<file path="config.mk">
export PLATFORM = sky130hd
export DESIGN_NAME = wb_update_ctrl
export DESIGN_NICKNAME = d
export VERILOG_FILES = /design/src/rtl/wb_update_ctrl.sv
export SDC_FILE = /design/constraint.sdc
export NUM_CORES = 1
export LEC_CHECK = 0
export ABC_CLOCK_PERIOD_IN_PS = 4500
export CAP_MARGIN = 20
export CORE_ASPECT_RATIO = 1.25
export CORE_MARGIN = 2
export CORE_UTILIZATION = 30
export CTS_BUF_LIST = sky130_fd_sc_hd__clkbuf_4 sky130_fd_sc_hd__clkbuf_8
export CTS_CLUSTER_SIZE = 14
export DETAILED_ROUTE_END_ITERATION = 8
export MAX_ROUTING_LAYER = met4
export SLEW_MARGIN = 10
export SYNTH_ARGS = -nofsm -noshare
export SYNTH_HDL_FRONTEND = slang
export SYNTH_SLANG_ARGS = --single-unit
</file>
<file path="constraint.sdc">
create_clock -name clk -period 4.5 [get_ports clk]
set_clock_uncertainty 0.2 [all_clocks]
set_input_delay 1.125 -clock clk [delete_from_list [all_inputs] [get_ports clk]]
set_output_delay 1.125 -clock clk [all_outputs]
set_load 0.005 [all_outputs]
</file>
<file path="src/rtl/wb_update_ctrl.sv">
// Mini-batch scheduler for the delta weight/bias accumulator bank.
// Optional macro WBC_ABORT_EN adds an i_abort input that cancels a run.
module wb_update_ctrl #(
  parameter int unsigned BATCH_SIZE = 4,
  parameter int unsigned CNT_W      = 8,
  parameter int unsigned ACC_LAT    = 1
) (
  input  logic             clk,
  input  logic             rst,
  input  logic             i_start,
  input  logic [CNT_W-1:0] i_n_batch,
  input  logic             i_smp_valid,
  output logic             o_smp_ready,
  output logic             o_acc_en,
  output logic             o_acc_rst,
  output logic             o_upd_valid,
  input  logic             i_upd_ready,
  output logic [CNT_W-1:0] o_smp_cnt,
  output logic [CNT_W-1:0] o_batch_cnt,
  output logic             o_busy,
  output logic             o_done
`ifdef WBC_ABORT_EN
  ,
  input  logic             i_abort
`endif
);

  localparam int unsigned DW = (ACC_LAT > 1) ? $clog2(ACC_LAT) : 1;
  localparam logic [CNT_W-1:0] SMP_LAST = CNT_W'(BATCH_SIZE - 1);
  localparam logic [DW-1:0]    LAT_LAST = DW'(ACC_LAT - 1);

  typedef enum logic [2:0] {
    S_IDLE,
    S_ACC,
    S_DRAIN,
    S_UPD,
    S_CLR,
    S_DONE
  } state_t;

  state_t           state_q;
  logic [CNT_W-1:0] n_batch_q;
  logic [CNT_W-1:0] smp_cnt_q;
  logic [CNT_W-1:0] batch_cnt_q;
  logic [DW-1:0]    drain_q;
  logic             smp_ready_q;
  logic             upd_valid_q;
  logic             busy_q;
  logic             done_q;
  logic             abort_req;
  logic             hs;

`ifdef WBC_ABORT_EN
  logic abort_q;
  assign abort_req = i_abort &&
                     (state_q == S_ACC || state_q == S_DRAIN || state_q == S_UPD);
`else
  assign abort_req = 1'b0;
`endif

  // smp_ready_q is only ever set while in ACC; rst gating keeps en low in reset
  assign hs        = i_smp_valid & smp_ready_q & rst & ~abort_req;
  assign o_acc_en  = hs;
  assign o_acc_rst = rst & (state_q != S_CLR);

  assign o_smp_ready = smp_ready_q;
  assign o_upd_valid = upd_valid_q;
  assign o_smp_cnt   = smp_cnt_q;
  assign o_batch_cnt = batch_cnt_q;
  assign o_busy      = busy_q;
  assign o_done      = done_q;

  always_ff @(posedge clk) begin
    if (!rst) begin
      state_q     <= S_IDLE;
      n_batch_q   <= '0;
      smp_cnt_q   <= '0;
      batch_cnt_q <= '0;
      drain_q     <= '0;
      smp_ready_q <= 1'b0;
      upd_valid_q <= 1'b0;
      busy_q      <= 1'b0;
      done_q      <= 1'b0;
`ifdef WBC_ABORT_EN
      abort_q     <= 1'b0;
`endif
    end else begin
      done_q <= 1'b0;
      if (abort_req) begin
        state_q     <= S_CLR;
        smp_ready_q <= 1'b0;
        upd_valid_q <= 1'b0;
`ifdef WBC_ABORT_EN
        abort_q     <= 1'b1;
`endif
      end else begin
        case (state_q)
          S_IDLE: begin
            if (i_start) begin
              n_batch_q   <= i_n_batch;
              smp_cnt_q   <= '0;
              batch_cnt_q <= '0;
              busy_q      <= 1'b1;
              if (i_n_batch == '0) begin
                state_q <= S_DONE;
                done_q  <= 1'b1;
              end else begin
                state_q     <= S_ACC;
                smp_ready_q <= 1'b1;
              end
            end
          end
          S_ACC: begin
            if (hs) begin
              if (smp_cnt_q == SMP_LAST) begin
                smp_cnt_q   <= '0;
                smp_ready_q <= 1'b0;
                drain_q     <= '0;
                state_q     <= S_DRAIN;
              end else begin
                smp_cnt_q <= smp_cnt_q + CNT_W'(1);
              end
            end
          end
          S_DRAIN: begin
            if (drain_q == LAT_LAST) begin
              upd_valid_q <= 1'b1;
              state_q     <= S_UPD;
            end else begin
              drain_q <= drain_q + DW'(1);
            end
          end
          S_UPD: begin
            // count advances on the way into CLR so CLR can compare directly
            if (i_upd_ready) begin
              upd_valid_q <= 1'b0;
              batch_cnt_q <= batch_cnt_q + CNT_W'(1);
              state_q     <= S_CLR;
            end
          end
          S_CLR: begin
`ifdef WBC_ABORT_EN
            if (abort_q) begin
              abort_q <= 1'b0;
              busy_q  <= 1'b0;
              state_q <= S_IDLE;
            end else
`endif
            if (batch_cnt_q == n_batch_q) begin
              done_q  <= 1'b1;
              state_q <= S_DONE;
            end else begin
              smp_ready_q <= 1'b1;
              state_q     <= S_ACC;
            end
          end
          S_DONE: begin
            busy_q  <= 1'b0;
            state_q <= S_IDLE;
          end
          default: begin
            busy_q      <= 1'b0;
            smp_ready_q <= 1'b0;
            upd_valid_q <= 1'b0;
            state_q     <= S_IDLE;
          end
        endcase
      end
    end
  end

endmodule

</file>
==> results of run 1 <==
==> power breakdown <==
| group | internal [mW] | switching (mW) | leakage [nW] |
|---|---|---|---|
| Clock | 0.109 | 0.0933 | 0.0406 |
| Sequential | 0.289 | 0.0205 | 0.252 |
| Combinational | 0.0578 | 0.0549 | 0.478 |
| Total | 0.456 | 0.169 | 0.771 |
==> how the worst max path moves through the flow <==
stage,start,to
after floorplan,rst,o_acc_rst
after global placement,rst,o_acc_en
after detailed placement,rst,o_acc_en
after CTS,rst,o_acc_en
after global routing,rst,o_acc_rst
final,rst,o_acc_en
==> cell families (layout without fill, tap and decap cells) <==
logic type | count (synthesis) | count (layout) | share of synthesized area (%)
AND/OR/NAND/NOR | 88 | 88 | 29.4
AO/OA/AOI/OAI | 33 | 33 | 14.8
flip-flops | 31 | 31 | 39.5
XOR/XNOR | 20 | 20 | 11.1
buffers and inverters | 10 | 44 | 2.94
adder cells (fa/ha/maj) | 2 | 2 | 1.59
multiplexers | 1 | 1 | 0.636
==> worst reg2reg max path, cell delays in order (launching register included) <==
cell	delay, ns
dfxtp_1	0.40
ha_1	0.26
nor4b_1	0.39
a21boi_0	0.22
o21ai_1	0.50
nor2_1	0.11
==> metrics by stage <==
step | instances | worst slack, ns | util, % | hold slack, ns | power, mW
after global routing | 281 | 0.730 | 40.2 | 0.298 | 0.662
after floorplan | 185 | 1.63 | - | 0.255 | 0.386
final | 281 | 0.767 | 40.2 | 0.273 | 0.624
after detailed placement | 275 | 0.777 | 38.7 | 0.270 | 0.429
after global placement | 275 | 0.804 | 38.7 | 0.263 | 0.430
after CTS | 281 | 0.771 | 40.2 | 0.277 | 0.635
==> flip-flops by register name (all words and copies together), names as in the netlist <==
| name | count |
|---|---|
| o_smp_ready | 1 |
| o_upd_valid | 1 |
| o_batch_cnt | 8 |
| o_done | 1 |
| o_smp_cnt | 8 |
| state_q | 3 |
| o_busy | 1 |
| n_batch_q | 8 |
==> per-layer routing <==
metal / routed length (um) / track usage (%)
met4: 53 / 4.81
met2: 1710 / 21.4
met1: 1670 / 16.9
met5: 0 / -
met3: 217 / 4.11
==> area by class of cell <==
cell class / instances / area share (%)
multi-input cells: 144 / 44.3
flip-flops and latches: 31 / 30.4
repair buffers: 36 / 17.4
inverters: 2 / 0.367
well taps: 62 / 3.80
clock buffers: 6 / 3.74
==> synthesized netlist by cell type, drive strengths merged, types with 3 or more instances <==
cell type and instances:
and3 4, dfxtp 31, a21boi 13, clkbuf 6, xor2 16, nand3 5
nand2 29, a21oi 7, nor2 18, nand4 7, xnor2 4, o21ai 5
nor3 5, nor2b 3
==> flow_summary.json, run 1 <==
{
  "max_freq_mhz": 268,
  "period_minus_slack_ns": 3.73,
  "grt_pass1_vias": 1269,
  "dieWidth_um": 68.8,
  "htree_levels": 2,
  "max_cap_violations": 0,
  "path_buf_inv": 2,
  "syn-num-nets": 200,
  "row_count": 29,
  "nets": 235,
  "drt_pass1_iterations": 4,
  "yosys_warnings": 0,
  "ios": 35,
  "whs_path_depth": 2,
  "wire_per_inst_um": 13.0,
  "n_antenna_cell": 0,
  "dp_hpwl_um": 2600,
  "design_area_sq_um": 2040,
  "final_common_cell": "clkdlybuf4s50_1",
  "clkSinkCount": 31,
  "r2r_start": "o_smp_cnt[0]",
  "hp-start": "n_batch_q[6]",
  "setup_viol": 0,
  "ys.flop_type": "dfxtp_1",
  "crit_top_cell": "clkdlybuf4s50_1",
  "fp.dieArea_sq_um": 5840,
  "syn_area_per_cell_sq_um": 8.50,
  "r2r_slack_ns": 2.28,
  "worst_slew_pin_slew_ns": 0.566,
  "drtIter0Drc": 33,
  "crit_path_end_kind": "primary output",
  "fin_setup_tns_ns": 0,
  "drcViolationCount": 0,
  "nFillCells": 531,
  "place_area_sq_um": 1970,
  "critPathMaxStageDelay_ns": 0.53,
  "die_y_um": 85.0,
  "vias": 1370,
  "drv_slew": 0,
  "synthArstFlopShare_pct": 0,
  "status": "finished clean",
  "clockRootBuffer": "clkbuf_8",
  "cp_data_required_time_ns": 3.17,
  "rsz0062_at_grt": "no",
  "synth-seq-cells": 31,
  "critPathArrivalTime_ns": 2.41,
  "cts_buffers": 5,
  "worstSetupPathType": "primary input to primary output",
  "yosysTopAreaCell": "dfxtp_1",
  "power_density_nw_per_um2": 306,
  "syn2layout_area_growth_pct": 29.9,
  "synthDistinctLibCells": 43,
  "grt_usage_pct": 13.8,
  "clkTransAtPathRegs_ns": 0.06,
  "crit_cells": 3,
  "cts_buffer_depth": 2,
  "grt_pass1_wl_um": 5950,
  "hp-class": "flop to flop",
  "cts_setup_buffers": 0,
  "antenna_left": 0,
  "grt_antenna_before_repair": 0,
  "cts_tree": "yes",
  "numPortBuffers": 34,
  "clock_latency_ns": 0.28,
  "grt_max_degree": 20,
  "cts_hold_buffers": 0,
  "r2r-end": "o_smp_cnt[6]",
  "crit_family": "buffers and inverters",
  "viasPerCell": 4.88,
  "core-area_sq_um": 5080,
  "ys_seq_area_share_pct": 39.5,
  "slowest_stage": "clkdlybuf4s50_1",
  "yosys-top-cells-area": "dfxtp_1, xor2_1, nand2_1, a21boi_0, nor2_1",
  "maxSlewHeadroom_pct": 62.2,
  "power_leakage_nw": 0.771,
  "synth_edf_count": 0,
  "path_max_fanout": 4,
  "final_cell_mix": "clkdlybuf4s50_1, dfxtp_1, nand2_1",
  "hold_viol": 0,
  "place_congestion": 0.764,
  "seqCellArea_sq_um": 621,
  "final.period_utilization_pct": 83.0,
  "reg2reg_depth": 5,
  "syn-cell-area_sq_um": 1570,
  "crit_chain": "clkdlybuf4s50_1 > and3_1 > clkdlybuf4s50_1",
  "initial_core_util_pct": 31.0,
  "peakVddDrop_mv": 0.150,
  "netlist_instances": 185,
  "synth_top_area_share_pct": 39.5,
  "grt-ovfl-total": 0,
  "postCtsResizedCells": 0,
  "multi_input_area_sq_um": 906,
  "start_kind": "primary input",
  "hold_end": "n_batch_q[6]",
  "post_route_cells_drive_above_1_share_pct": 6.85,
  "finalWirelength_um": 3660
}
No activity file was read; power rests on OpenSTA's default activity.
==> run 2: changes to the inputs <==
--- a/config.mk
+++ b/config.mk
@@ -5,7 +5,7 @@
 export SDC_FILE = /design/constraint.sdc
 export NUM_CORES = 1
 export LEC_CHECK = 0
-export ABC_CLOCK_PERIOD_IN_PS = 4500
+export ABC_CLOCK_PERIOD_IN_PS = 3600
 export CAP_MARGIN = 20
 export CORE_ASPECT_RATIO = 1.25
 export CORE_MARGIN = 2
==> constraint.sdc (replaced) <==
create_clock -name clk -period 3.6 [get_ports clk]
set_clock_uncertainty 0.2 [all_clocks]
set_input_delay 0.9 -clock clk [delete_from_list [all_inputs] [get_ports clk]]
set_output_delay 0.9 -clock clk [all_outputs]
set_load 0.005 [all_outputs]
==> run 2 against run 1 <==
  * Sequential power up 25%
  * Die area is the same
  * Final cell count is 0.71% higher
  * Design area increased by 2.0%
  * Critical path type unchanged
  * Non-clock buffer count unchanged
  * Register-to-register slack got worse by 0.92 ns
  * Worst hold slack improved by 0.0024 ns
  * Critical endpoint unchanged
  * Critical path depth is the same
==> flow_summary.json, run 2 (synthesis gave the netlist of run 1 again) <==
{
  "hold_viol": 0,
  "drt_pass1_iterations": 5,
  "grt_pass1_vias": 1279,
  "vias": 1416,
  "dp.cells": 275,
  "final_common_cell": "clkdlybuf4s50_1",
  "cp_data_required_time_ns": 2.50,
  "peakVddDrop_mv": 0.188,
  "final_cells": 283,
  "power_density_nw_per_um2": 425,
  "hp-class": "flop to flop",
  "grt_antenna_before_repair": 0,
  "row_count": 29,
  "place_congestion": 0.782,
  "start_kind": "primary input",
  "numPortBuffers": 34,
  "antenna_left": 0,
  "maxSlewHeadroom_pct": 61.0,
  "fin_setup_tns_ns": 0,
  "finalWirelength_um": 3730,
  "status": "finished clean",
  "grt_pass1_wl_um": 6110,
  "rsz0062_at_grt": "no",
  "clock_latency_ns": 0.28,
  "fp.dieArea_sq_um": 5840,
  "setup_viol": 0,
  "wire_per_inst_um": 13.2,
  "max_freq_mhz": 305,
  "design_area_sq_um": 2080,
  "final_cell_mix": "clkdlybuf4s50_1, dfxtp_1, nand2_1",
  "power_leakage_nw": 0.791,
  "dieWidth_um": 68.8,
  "nFillCells": 537,
  "viasPerCell": 5.00,
  "crit_path_end_kind": "primary output",
  "initial_core_util_pct": 31.0,
  "clkTransAtPathRegs_ns": 0.07,
  "cts_setup_buffers": 0,
  "cts_hold_buffers": 0,
  "critPathArrivalTime_ns": 2.18,
  "htree_levels": 2,
  "cts_buffer_depth": 2,
  "final.period_utilization_pct": 91.0,
  "post_route_cells_drive_above_1_share_pct": 7.69,
  "cts_tree": "yes",
  "worst_slew_pin_slew_ns": 0.582,
  "period_minus_slack_ns": 3.28,
  "syn2layout_area_growth_pct": 32.5,
  "postCtsResizedCells": 0,
  "worstSetupPathType": "primary input to primary output",
  "core-area_sq_um": 5080,
  "drv_slew": 0,
  "drtIter0Drc": 84,
  "nets": 235,
  "grt_max_degree": 20,
  "drcViolationCount": 0,
  "die_y_um": 85.0,
  "n_antenna_cell": 0,
  "p_total_uw": 886,
  "dp_hpwl_um": 2640,
  "max_cap_violations": 0,
  "clkSinkCount": 31,
  "cts_buffers": 5,
  "place_area_sq_um": 1970,
  "grt-ovfl-total": 0,
  "path_max_fanout": 4,
  "clockRootBuffer": "clkbuf_8",
  "ios": 35,
  "grt_usage_pct": 14.1
}
run 2: changes by cell type in the layout (fill, tap and decap cells not counted), sizes merged:
cell / before / now
bufinv: 0 / 1
clkinv: 0 / 1
run 2: metal layers:
metal | vias to the layer above | track usage [%] | wire length, um
met2 | 49 | 21.7 | 1810
met4 | 0 | 4.81 | 61
met3 | 5 | 4.11 | 233
li1 | 715 | - | -
met5 | - | - | 0
met1 | 647 | 17.5 | 1620
run 2: layout make-up:
class | instances | area (sq um) | share of cell area, %
inverter | 2 | 7.51 | 0.360
multi-input combinational | 144 | 906 | 43.5
clock inverter | 2 | 35.0 | 1.68
clock buffer | 6 | 82.6 | 3.96
sequential | 31 | 621 | 29.8
timing repair buffer | 36 | 355 | 17.0
tap | 62 | 77.6 | 3.72
run 2: worst max-delay path, stage by stage:
cell and delay, ns:
clkdlybuf4s50_1 0.51, and3_1 0.24, clkdlybuf4s50_1 0.52
run 2: where the power goes:
| group | leakage (nW) | internal, mW | switching, mW | total (mW) |
|---|---|---|---|---|
| Combinational | 0.478 | 0.0723 | 0.0705 | 0.143 |
| Clock | 0.0612 | 0.224 | 0.133 | 0.357 |
| Sequential | 0.252 | 0.361 | 0.0257 | 0.387 |
run 2: metrics by stage:
step / util (%) / hold WS, ns / worst slack, ns
6_report: 41.0 / 0.276 / 0.322
5_1_grt: 41.0 / 0.305 / 0.267
4_1_cts: 41.0 / 0.281 / 0.320
3_5_place_dp: 38.7 / 0.271 / 0.330
3_3_place_gp: 38.7 / 0.262 / 0.352
2_1_floorplan: - / 0.255 / 1.18
run 2: path summary, 6_finish.rpt:
kind	from	endpoint	slack, ns	cells after the start
worst min-delay path	n_batch_q[1]	n_batch_q[1]	0.28	2
worst max register to register	state_q[0]	o_smp_cnt[7]	1.36	4
worst max-delay path	rst	o_acc_en	0.32	3
worst min register to register	n_batch_q[1]	n_batch_q[1]	0.28	2
